==> config.mk <==
export PLATFORM = sky130hd
export DESIGN_NAME = fifo_0r1w
export DESIGN_NICKNAME = d
export VERILOG_FILES = /design/src/rtl/fifo_0r1w_pkg.sv /design/src/rtl/fifo_0r1w_ptr.sv /design/src/rtl/fifo_0r1w.sv
export SDC_FILE = /design/constraint.sdc
export NUM_CORES = 1
export LEC_CHECK = 0
export BUFFER_PORTS_ARGS = -buffer_cell sky130_fd_sc_hd__clkbuf_2
export CELL_PAD_IN_SITES_DETAIL_PLACEMENT = 1
export CELL_PAD_IN_SITES_GLOBAL_PLACEMENT = 1
export CORE_MARGIN = 3
export CORE_UTILIZATION = 40
export CTS_CLUSTER_SIZE = 10
export DETAILED_ROUTE_END_ITERATION = 8
export HOLD_SLACK_MARGIN = 0.1
export PLACE_DENSITY = 0.74
export SETUP_SLACK_MARGIN = 0.3
export SLEW_MARGIN = 20
export SYNTH_ARGS = -nofsm -noshare
export SYNTH_HDL_FRONTEND = slang
export SYNTH_HIERARCHICAL = 1
export SYNTH_SLANG_ARGS = --single-unit
export TNS_END_PERCENT = 10
==> constraint.sdc <==
create_clock -name i_clk -period 2.8 [get_ports i_clk]
set_input_delay 0.56 -clock i_clk [delete_from_list [all_inputs] [get_ports i_clk]]
set_output_delay 0.56 -clock i_clk [all_outputs]
set_load 0.05 [all_outputs]
==> src/rtl/fifo_0r1w_pkg.sv <==
// Shared sizing helpers for the first-word-fall-through FIFO.
// Keeps pointer/count width rules in one place for the top and the pointer module.
package fifo_0r1w_pkg;

  // A one-entry FIFO still needs a 1-bit pointer so the port is never zero-width.
  function automatic int ptr_width(input int depth);
    return (depth > 1) ? $clog2(depth) : 1;
  endfunction

  function automatic int count_width(input int depth);
    return $clog2(depth + 1);
  endfunction

endpackage

==> src/rtl/fifo_0r1w_ptr.sv <==
// Wrap-around pointer register: counts 0..DEPTH-1 and returns to 0.
// Works for any DEPTH, including non-powers of two.
module fifo_0r1w_ptr
  import fifo_0r1w_pkg::*;
#(
  parameter int DEPTH = 2
) (
  input  logic                         i_clk,
  input  logic                         i_rst_n,
  input  logic                         i_advance,
  output logic [ptr_width(DEPTH)-1:0]  o_ptr
);

  localparam int PTR_W = ptr_width(DEPTH);
  localparam logic [PTR_W-1:0] LAST = PTR_W'(DEPTH - 1);

  logic [PTR_W-1:0] ptr_q;
  logic [PTR_W-1:0] ptr_d;

  always_comb begin
    ptr_d = ptr_q;
    if (i_advance) begin
      ptr_d = (ptr_q == LAST) ? '0 : ptr_q + 1'b1;
    end
  end

  always_ff @(posedge i_clk or negedge i_rst_n) begin
    if (!i_rst_n) begin
      ptr_q <= '0;
    end else begin
      ptr_q <= ptr_d;
    end
  end

  assign o_ptr = ptr_q;

endmodule

==> src/rtl/fifo_0r1w.sv <==
// First-word-fall-through FIFO: head word is combinational from storage, writes land in one cycle.
// Optional FIFO_0R1W_ASSERTIONS_EN compiles overflow/underflow/consistency assertions.
module fifo_0r1w
  import fifo_0r1w_pkg::*;
#(
  parameter int DWIDTH = 32,
  parameter int DEPTH  = 2
) (
  input  logic              i_clk,
  input  logic              i_rst_n,
  input  logic              i_push,
  output logic              o_full,
  input  logic [DWIDTH-1:0] i_wdata,
  input  logic              i_pop,
  output logic              o_empty,
  output logic [DWIDTH-1:0] o_rdata
);

  localparam int PTR_W = ptr_width(DEPTH);
  localparam int CNT_W = count_width(DEPTH);
  localparam logic [CNT_W-1:0] DEPTH_C = CNT_W'(DEPTH);

  logic [DWIDTH-1:0] mem [DEPTH];
  logic [PTR_W-1:0]  rptr;
  logic [PTR_W-1:0]  wptr;
  logic [CNT_W-1:0]  count_q;
  logic [CNT_W-1:0]  count_d;
  logic              push_ok;
  logic              pop_ok;

  // Flags come from pre-edge state, so a push on a full FIFO is dropped even with a pop.
  assign o_empty = (count_q == '0);
  assign o_full  = (count_q == DEPTH_C);
  assign push_ok = i_push & ~o_full;
  assign pop_ok  = i_pop & ~o_empty;

  fifo_0r1w_ptr #(.DEPTH(DEPTH)) u_wptr (
    .i_clk     (i_clk),
    .i_rst_n   (i_rst_n),
    .i_advance (push_ok),
    .o_ptr     (wptr)
  );

  fifo_0r1w_ptr #(.DEPTH(DEPTH)) u_rptr (
    .i_clk     (i_clk),
    .i_rst_n   (i_rst_n),
    .i_advance (pop_ok),
    .o_ptr     (rptr)
  );

  always_comb begin
    count_d = count_q;
    case ({push_ok, pop_ok})
      2'b10:   count_d = count_q + 1'b1;
      2'b01:   count_d = count_q - 1'b1;
      default: count_d = count_q;
    endcase
  end

  always_ff @(posedge i_clk or negedge i_rst_n) begin
    if (!i_rst_n) begin
      count_q <= '0;
    end else begin
      count_q <= count_d;
    end
  end

  // Storage is deliberately left unreset; o_rdata is only meaningful while ~o_empty.
  always_ff @(posedge i_clk) begin
    if (push_ok) begin
      mem[wptr] <= i_wdata;
    end
  end

  assign o_rdata = mem[rptr];

`ifdef FIFO_0R1W_ASSERTIONS_EN
  a_no_overflow: assert property (@(posedge i_clk) disable iff (!i_rst_n)
    !(i_push && o_full));
  a_no_underflow: assert property (@(posedge i_clk) disable iff (!i_rst_n)
    !(i_pop && o_empty));
  a_count_range: assert property (@(posedge i_clk) disable iff (!i_rst_n)
    count_q <= DEPTH_C);
  a_flags_exclusive: assert property (@(posedge i_clk) disable iff (!i_rst_n)
    !(o_full && o_empty));
`else
`endif

endmodule

==> results of run 1 <==
-- path summary, 6_finish.rpt --
check	from	to	slack, ns	cells after the start
setup / recovery	u_rptr/o_ptr	o_rdata[25]	0.42	3
hold / removal	i_wdata[24]	mem[0][24]	0.42	1
setup reg to reg	count_q[0]	mem[0][18]	1.00	4
hold reg to reg	count_q[1]	count_q[1]	0.50	1
max in group asynchronous	i_rst_n	u_rptr/o_ptr	2.08	2
min in group asynchronous	i_rst_n	u_rptr/o_ptr	0.57	2
-- flip-flops by register name (all words and copies together), names as in the netlist --
name,flops
u_wptr/o_ptr,1
count_q,2
u_rptr/o_ptr,1
mem,64
-- cells in the final DEF (no fill, tap or decap) --
| cell | n |
|---|---|
| edfxtp_1 | 64 |
| clkinv_2 | 2 |
| clkbuf_1 | 2 |
| clkbuf_8 | 9 |
| dfrtp_1 | 3 |
| clkbuf_2 | 69 |
| buf_12 | 2 |
| and3_1 | 1 |
| dlygate4sd3_1 | 1 |
| nor2b_1 | 1 |
| buf_4 | 1 |
| inv_1 | 2 |
| ha_1 | 1 |
| clkinv_1 | 2 |
| nand2_1 | 1 |
| xnor2_1 | 2 |
| nor2_2 | 1 |
| nor2_1 | 2 |
| nand2b_1 | 1 |
| mux2_2 | 2 |
| xor2_1 | 3 |
| mux2_4 | 30 |
| dfrtp_2 | 1 |
-- per-layer routing --
metal | wire length [um] | GRT usage [%] | vias to the layer above
met5 | 0 | 0 | -
met4 | 102 | 7.53 | 0
met3 | 243 | 3.76 | 7
met2 | 2540 | 22.6 | 37
met1 | 1740 | 14.2 | 630
li1 | - | - | 615
-- cell families (layout without fill, tap and decap cells) --
group / Yosys count / after routing / synth area share, %
and+or+nand+nor: 7 / 7 / 1.27
xor gates and xnor gates: 5 / 5 / 1.64
DFF: 68 / 68 / 75.9
muxes: 32 / 32 / 17.8
adders and majority gates: 1 / 1 / 0.470
buffers and inverters: 6 / 90 / 2.96
-- worst max-delay path, stage by stage, from the launching register on --
cell	delay [ns]
dfrtp_2	0.63
buf_12	0.26
mux2_2	0.36
clkbuf_2	0.24
-- metrics by stage --
| stage | instance area [sq um] | total power, W | setup WS (ns) | util, % |
|---|---|---|---|---|
| after floorplan | 2660 | 0.00307 | 0.387 | - |
| after global placement | 3090 | 0.00332 | 0.799 | 48.3 |
| after detailed placement | 3090 | 0.00338 | 0.750 | 48.3 |
| after CTS | 3240 | 0.00401 | 0.387 | 50.8 |
| after global routing | 3240 | 0.00415 | 0.328 | 50.8 |
| final | 3240 | 0.00395 | 0.416 | 50.8 |
-- cell type report --
cell class                      instances  area [sq um]  area share [%]
Clock inverter                          4          17.5           0.540
Tap cell                               77          96.3            2.97
Multi-Input combinational cell         45           566            17.4
Clock buffer                           11           131            4.05
Inverter                                2          7.51           0.231
Sequential cell                        68          2020            62.4
Timing Repair Buffer                   73           403            12.4
-- power breakdown --
group / switching (W) / leakage [nW] / internal, W
clock network: 0.000321 / 0.0780 / 0.000308
logic: 0.00121 / 0.628 / 0.000597
registers: 0.000124 / 0.640 / 0.00140
==> summary.txt, run 1 <==
Global routing
  – Vias in the first global route: around 1400
  – Overflow after GRT: 0
  – Initial antenna violation count: 0
  – First-pass GRT wire length: 7070 um
  – Total track usage: 13.0%
  – Largest net degree at the start of global routing: 33

Clock network
  – Number of buffers inserted by hold repair at cts: 1
  – CTS tree: yes
  – # Post-CTS Setup Buffers: 0
  – Worst-path clk slew: 0.06 ns
  – CTS root buffer: clkbuf_8
  – Clock sink count: between 60 and 70
  – Clock Latency Late Sink: around 0.33 ns
  – Post-cts sizing count: 0
  – Bufs on Longest Clock Path: 2
  – Cts bufs inserted: 9
  – H-tree depth: 3

STA
  – Min cycle time layout: between 2 and 2.5 ns
  – Final setup fails: 0
  – WHS: 0.421 ns
  – Max Slew Vio Count: 0
  – Worst Tran Pin Value: slightly below 0.7 ns
  – Fmax: 0.419 GHz
  – Max-slew headroom: 54.2%
  – Clk_skew: 0.00495 ns
  – Final Hold Fails: 0
  – RSZ-0062 raised after global routing: no
  – TNS Setup: 0 ns
  – Final Cycle Share: 85.1%

Floorplan
  – Die Height: 87.6 um
  – Full die area: 0.00767 sq mm
  – I/O pins: 70
  – Initial core utilization: 41.7%
  – Core area: 0.00639 sq mm
  – Chip width: between 80 and 90 um
  – Core Rows: 29

Setup path
  – CP required: about 2.2 ns
  – Maximum fanout along the worst path: 21
  – Setup CP Type: reg2out
  – WP data arrival: 1.82 ns
  – Startpoint types: register
  – Crit end category: primary output

Placed design
  – Placed cells: 264
  – Detailed placement HPWL: 3360 um
  – Routability congestion estimate: 0.686
  – Port Buffers: 69

Final layout
  – Nets: ~240
  – Fraction of layout cells with a size suffix above 1: 57.6%
  – # diodes: 0
  – Syn-to-layout area delta: 21.8%
  – Final Non-Filler Cells: 280
  – # fillers: around 620

Synthesis
  – Post-synth EDFFs: 64
  – Avg Inst Size Synth: 22.4 sq um
  – Sequential area share after synthesis: roughly 76%
  – Post-synth top flop: edfxtp_1
  – Synth top area cells: edfxtp_1 72%, mux2_4 17%, dfrtp_1 3.8%
  – Synth warnings: 6
  – Count leader, synth: edfxtp_1
  – Top cells by count, synth: 64 x edfxtp_1, 30 x mux2_4, 4 x dfrtp_1
  – Area of the mapped netlist: roughly 0.0027 sq mm
  – Synth unique cells: 15
  – Post-synth top area share: 72.1%
  – Leading area contributor after synthesis: edfxtp_1
  – Seq cells post-synth: 68
  – Syn nets: 156
  – Syn Inst Count: roughly 120
  – Ys async rst share: under 10%

Pwr
  – VDD IR max: 517 uV
  – P_leak: 1.35 nW
  – Pwr Density: between 1000 and 1500 mW/mm^2

Min path
  – Worst hold path class: in2reg

Job
  – Maximum Capacitance Violations: 0

Route
  – Pre-antenna DRT Iters: 6
  – DRT antenna net count: 0
  – Wire length per cell: 16.5 um
  – Drt via density: between 4 and 5
  – Vias: between 1000 and 1500
  – Total wire length: about 4600 um
  – # DRC: 0
  – 1st-iter DRT viols: approximately 80

Outcome
  – Outcome: finished clean
No activity file was read; power rests on OpenSTA's default activity.
==> inputs of run 2 (changes only) <==
--- a/config.mk
+++ b/config.mk
@@ -13,7 +13,7 @@
 export CTS_CLUSTER_SIZE = 10
 export DETAILED_ROUTE_END_ITERATION = 8
 export HOLD_SLACK_MARGIN = 0.1
-export PLACE_DENSITY = 0.74
+export PLACE_DENSITY_LB_ADDON = 0.2
 export SETUP_SLACK_MARGIN = 0.3
 export SLEW_MARGIN = 20
 export SYNTH_ARGS = -nofsm -noshare
==> run 2 against run 1 <==
Compared with the run above:
- largest power group unchanged
- worst hold slack worse by 0.0049 ns
- highest routed layer unchanged
- largest cell class unchanged
- cell count up 1.1%
- clock-buffer cell count unchanged
==> summary.txt, run 2 (same netlist as run 1, synthesis figures left out) <==
Final layout
  – Area of the multi-input gates: approximately 570 sq um
  – Max reg flops: 64
  – Nets: roughly 240
  – Syn-to-layout area delta: 23.5%
  – Total area of sequential cells: between 0.002 and 0.0025 sq mm
  – Top reg by flops: mem
  – Util after Layout: approximately 52%
  – # fillers: 615
  – Fraction of layout cells with a size suffix above 1: between 50% and 60%
  – Most frequent cells in the layout: 69 x clkbuf_2, 64 x edfxtp_1, 30 x mux2_4
  – Commonest non-fill, non-tap cell in the layout: clkbuf_2
  – Top Registers: mem (64), count_q (2)
  – # diodes: 0
  – Final instance area: 0.00329 sq mm

Route
  – Met3 WL: 266 um
  – Drt via density: 4.66
  – # DRC: 0
  – DRT antenna net count: 0
  – Wire length per cell: 16.7 um
  – Vias: 1320
  – Top Layer Used: met4
  – Pre-antenna DRT Iters: 4
  – 1st-iter DRT viols: 71
  – DR WL met2: 2620 um
  – Total wire length: 4720 um
  – Met1 wire length: 1760 um

Placed design
  – Port Buffers: 69
  – Detailed placement HPWL: 3480 um
  – DP Area: ~0.0031 sq mm
  – Routability congestion estimate: 0.709

STA
  – Fmax: between 0.4 and 0.5 GHz
  – RSZ-0062 raised after global routing: no
  – Max-slew headroom: 65.0%
  – Clk_skew: ~0.0066 ns
  – Final Hold Fails: 0
  – Final Cycle Share: 83.0%
  – Final setup fails: 0
  – WHS: a little over 0.4 ns
  – Max Slew Vio Count: 0
  – Worst Tran Pin Value: 0.526 ns
  – Min cycle time layout: around 2.3 ns
  – TNS Setup: 0 ns

Global routing
  – Total track usage: 13.0%
  – Overflow after GRT: 0
  – First-pass GRT wire length: 7090 um
  – Largest net degree at the start of global routing: 19
  – Vias in the first global route: roughly 1500
  – Initial antenna violation count: 0

Floorplan
  – Full die area: between 0.007 and 0.008 sq mm
  – Core Rows: 29
  – Chip width: 87.6 um
  – Die Height: between 80 and 90 um
  – Initial core utilization: 41.7%
  – Core area: between 0.006 and 0.007 sq mm
  – I/O pins: 70

Pwr
  – Power Total: 0.00410 W
  – P_leak: 1.37 nW
  – Pwr Density: about 1200 mW/mm^2
  – VDD IR max: 777 uV

Min path
  – Worst hold path class: in2reg

Setup path
  – Critical path's largest stage delay: 0.65 ns
  – Crit-path slowest cell: dfrtp_4
  – Setup CP Type: reg2out
  – WP data arrival: roughly 1.8 ns
  – Maximum fanout along the worst path: 18
  – Cell chain of the critical path: buf_4 > mux2_4 > clkbuf_2
  – Startpoint types: register
  – Crit end category: primary output
  – CP required: between 2 and 2.5 ns

Clock network
  – Clock Latency Late Sink: about 0.33 ns
  – Worst-path clk slew: 0.07 ns
  – Cts bufs inserted: 9
  – Clock sink count: between 60 and 70
  – CTS tree: yes
  – H-tree depth: 3
  – CTS root buffer: clkbuf_8
  – Bufs on Longest Clock Path: 2

Outcome
  – Outcome: finished clean

Job
  – Maximum Capacitance Violations: 0
run 2: worst paths after layout:
path                           endpoint  depth (start not counted)    startpoint  slack [ns]
max                          o_rdata[7]                          3  u_rptr/o_ptr        0.47
min                          mem[0][29]                          1   i_wdata[29]        0.42
max reg2reg                  mem[0][31]                          4    count_q[0]        0.98
min reg2reg                  count_q[1]                          1    count_q[1]        0.54
max in group asynchronous  u_rptr/o_ptr                          2       i_rst_n        2.08
min in group asynchronous    count_q[1]                          2       i_rst_n        0.57
run 2: final cells by class:
| class | count | area share (%) |
|---|---|---|
| flip-flops and latches | 68 | 61.6 |
| multi-input cells | 45 | 17.3 |
| repair buffers | 75 | 12.3 |
| clock buffers | 11 | 3.99 |
| well taps | 77 | 2.93 |
| clock inverters | 5 | 1.60 |
| inverters | 2 | 0.228 |
run 2: layer usage:
layer	vias to the layer above	global-route usage (%)
met5	-	0
met4	0	7.95
met3	9	3.57
met2	41	22.5
met1	653	14.0
li1	617	-
run 2: power breakdown:
| group | internal [W] | switching (W) |
|---|---|---|
| Clock | 0.000407 | 0.000347 |
| Combinational | 0.000600 | 0.00119 |
| Sequential | 0.00140 | 0.000151 |
| Total | 0.00241 | 0.00169 |
run 2: timing repair:
| item | CTS | global route |
|---|---|---|
| buffers inserted | 0 | 0 |
| resized for setup | 1 | 0 |
| hold buffers | 1 | 0 |
| setup endpoints to repair | 1 | 0 |
| hold endpoints to repair | 4 | 0 |
run 2: worst max-delay path: cells and delay by family (launching register included):
kind                   cells  cell delay [ns]
muxes                      1             0.31
buffers and inverters      2             0.48
DFF                        1             0.65
run 2: through the flow:
step / setup WS, ns / std cells
after floorplan: 0.387 / 119
after global placement: 0.727 / 266
after detailed placement: 0.670 / 266
after CTS: 0.434 / 283
after global routing: 0.402 / 283
final: 0.475 / 283
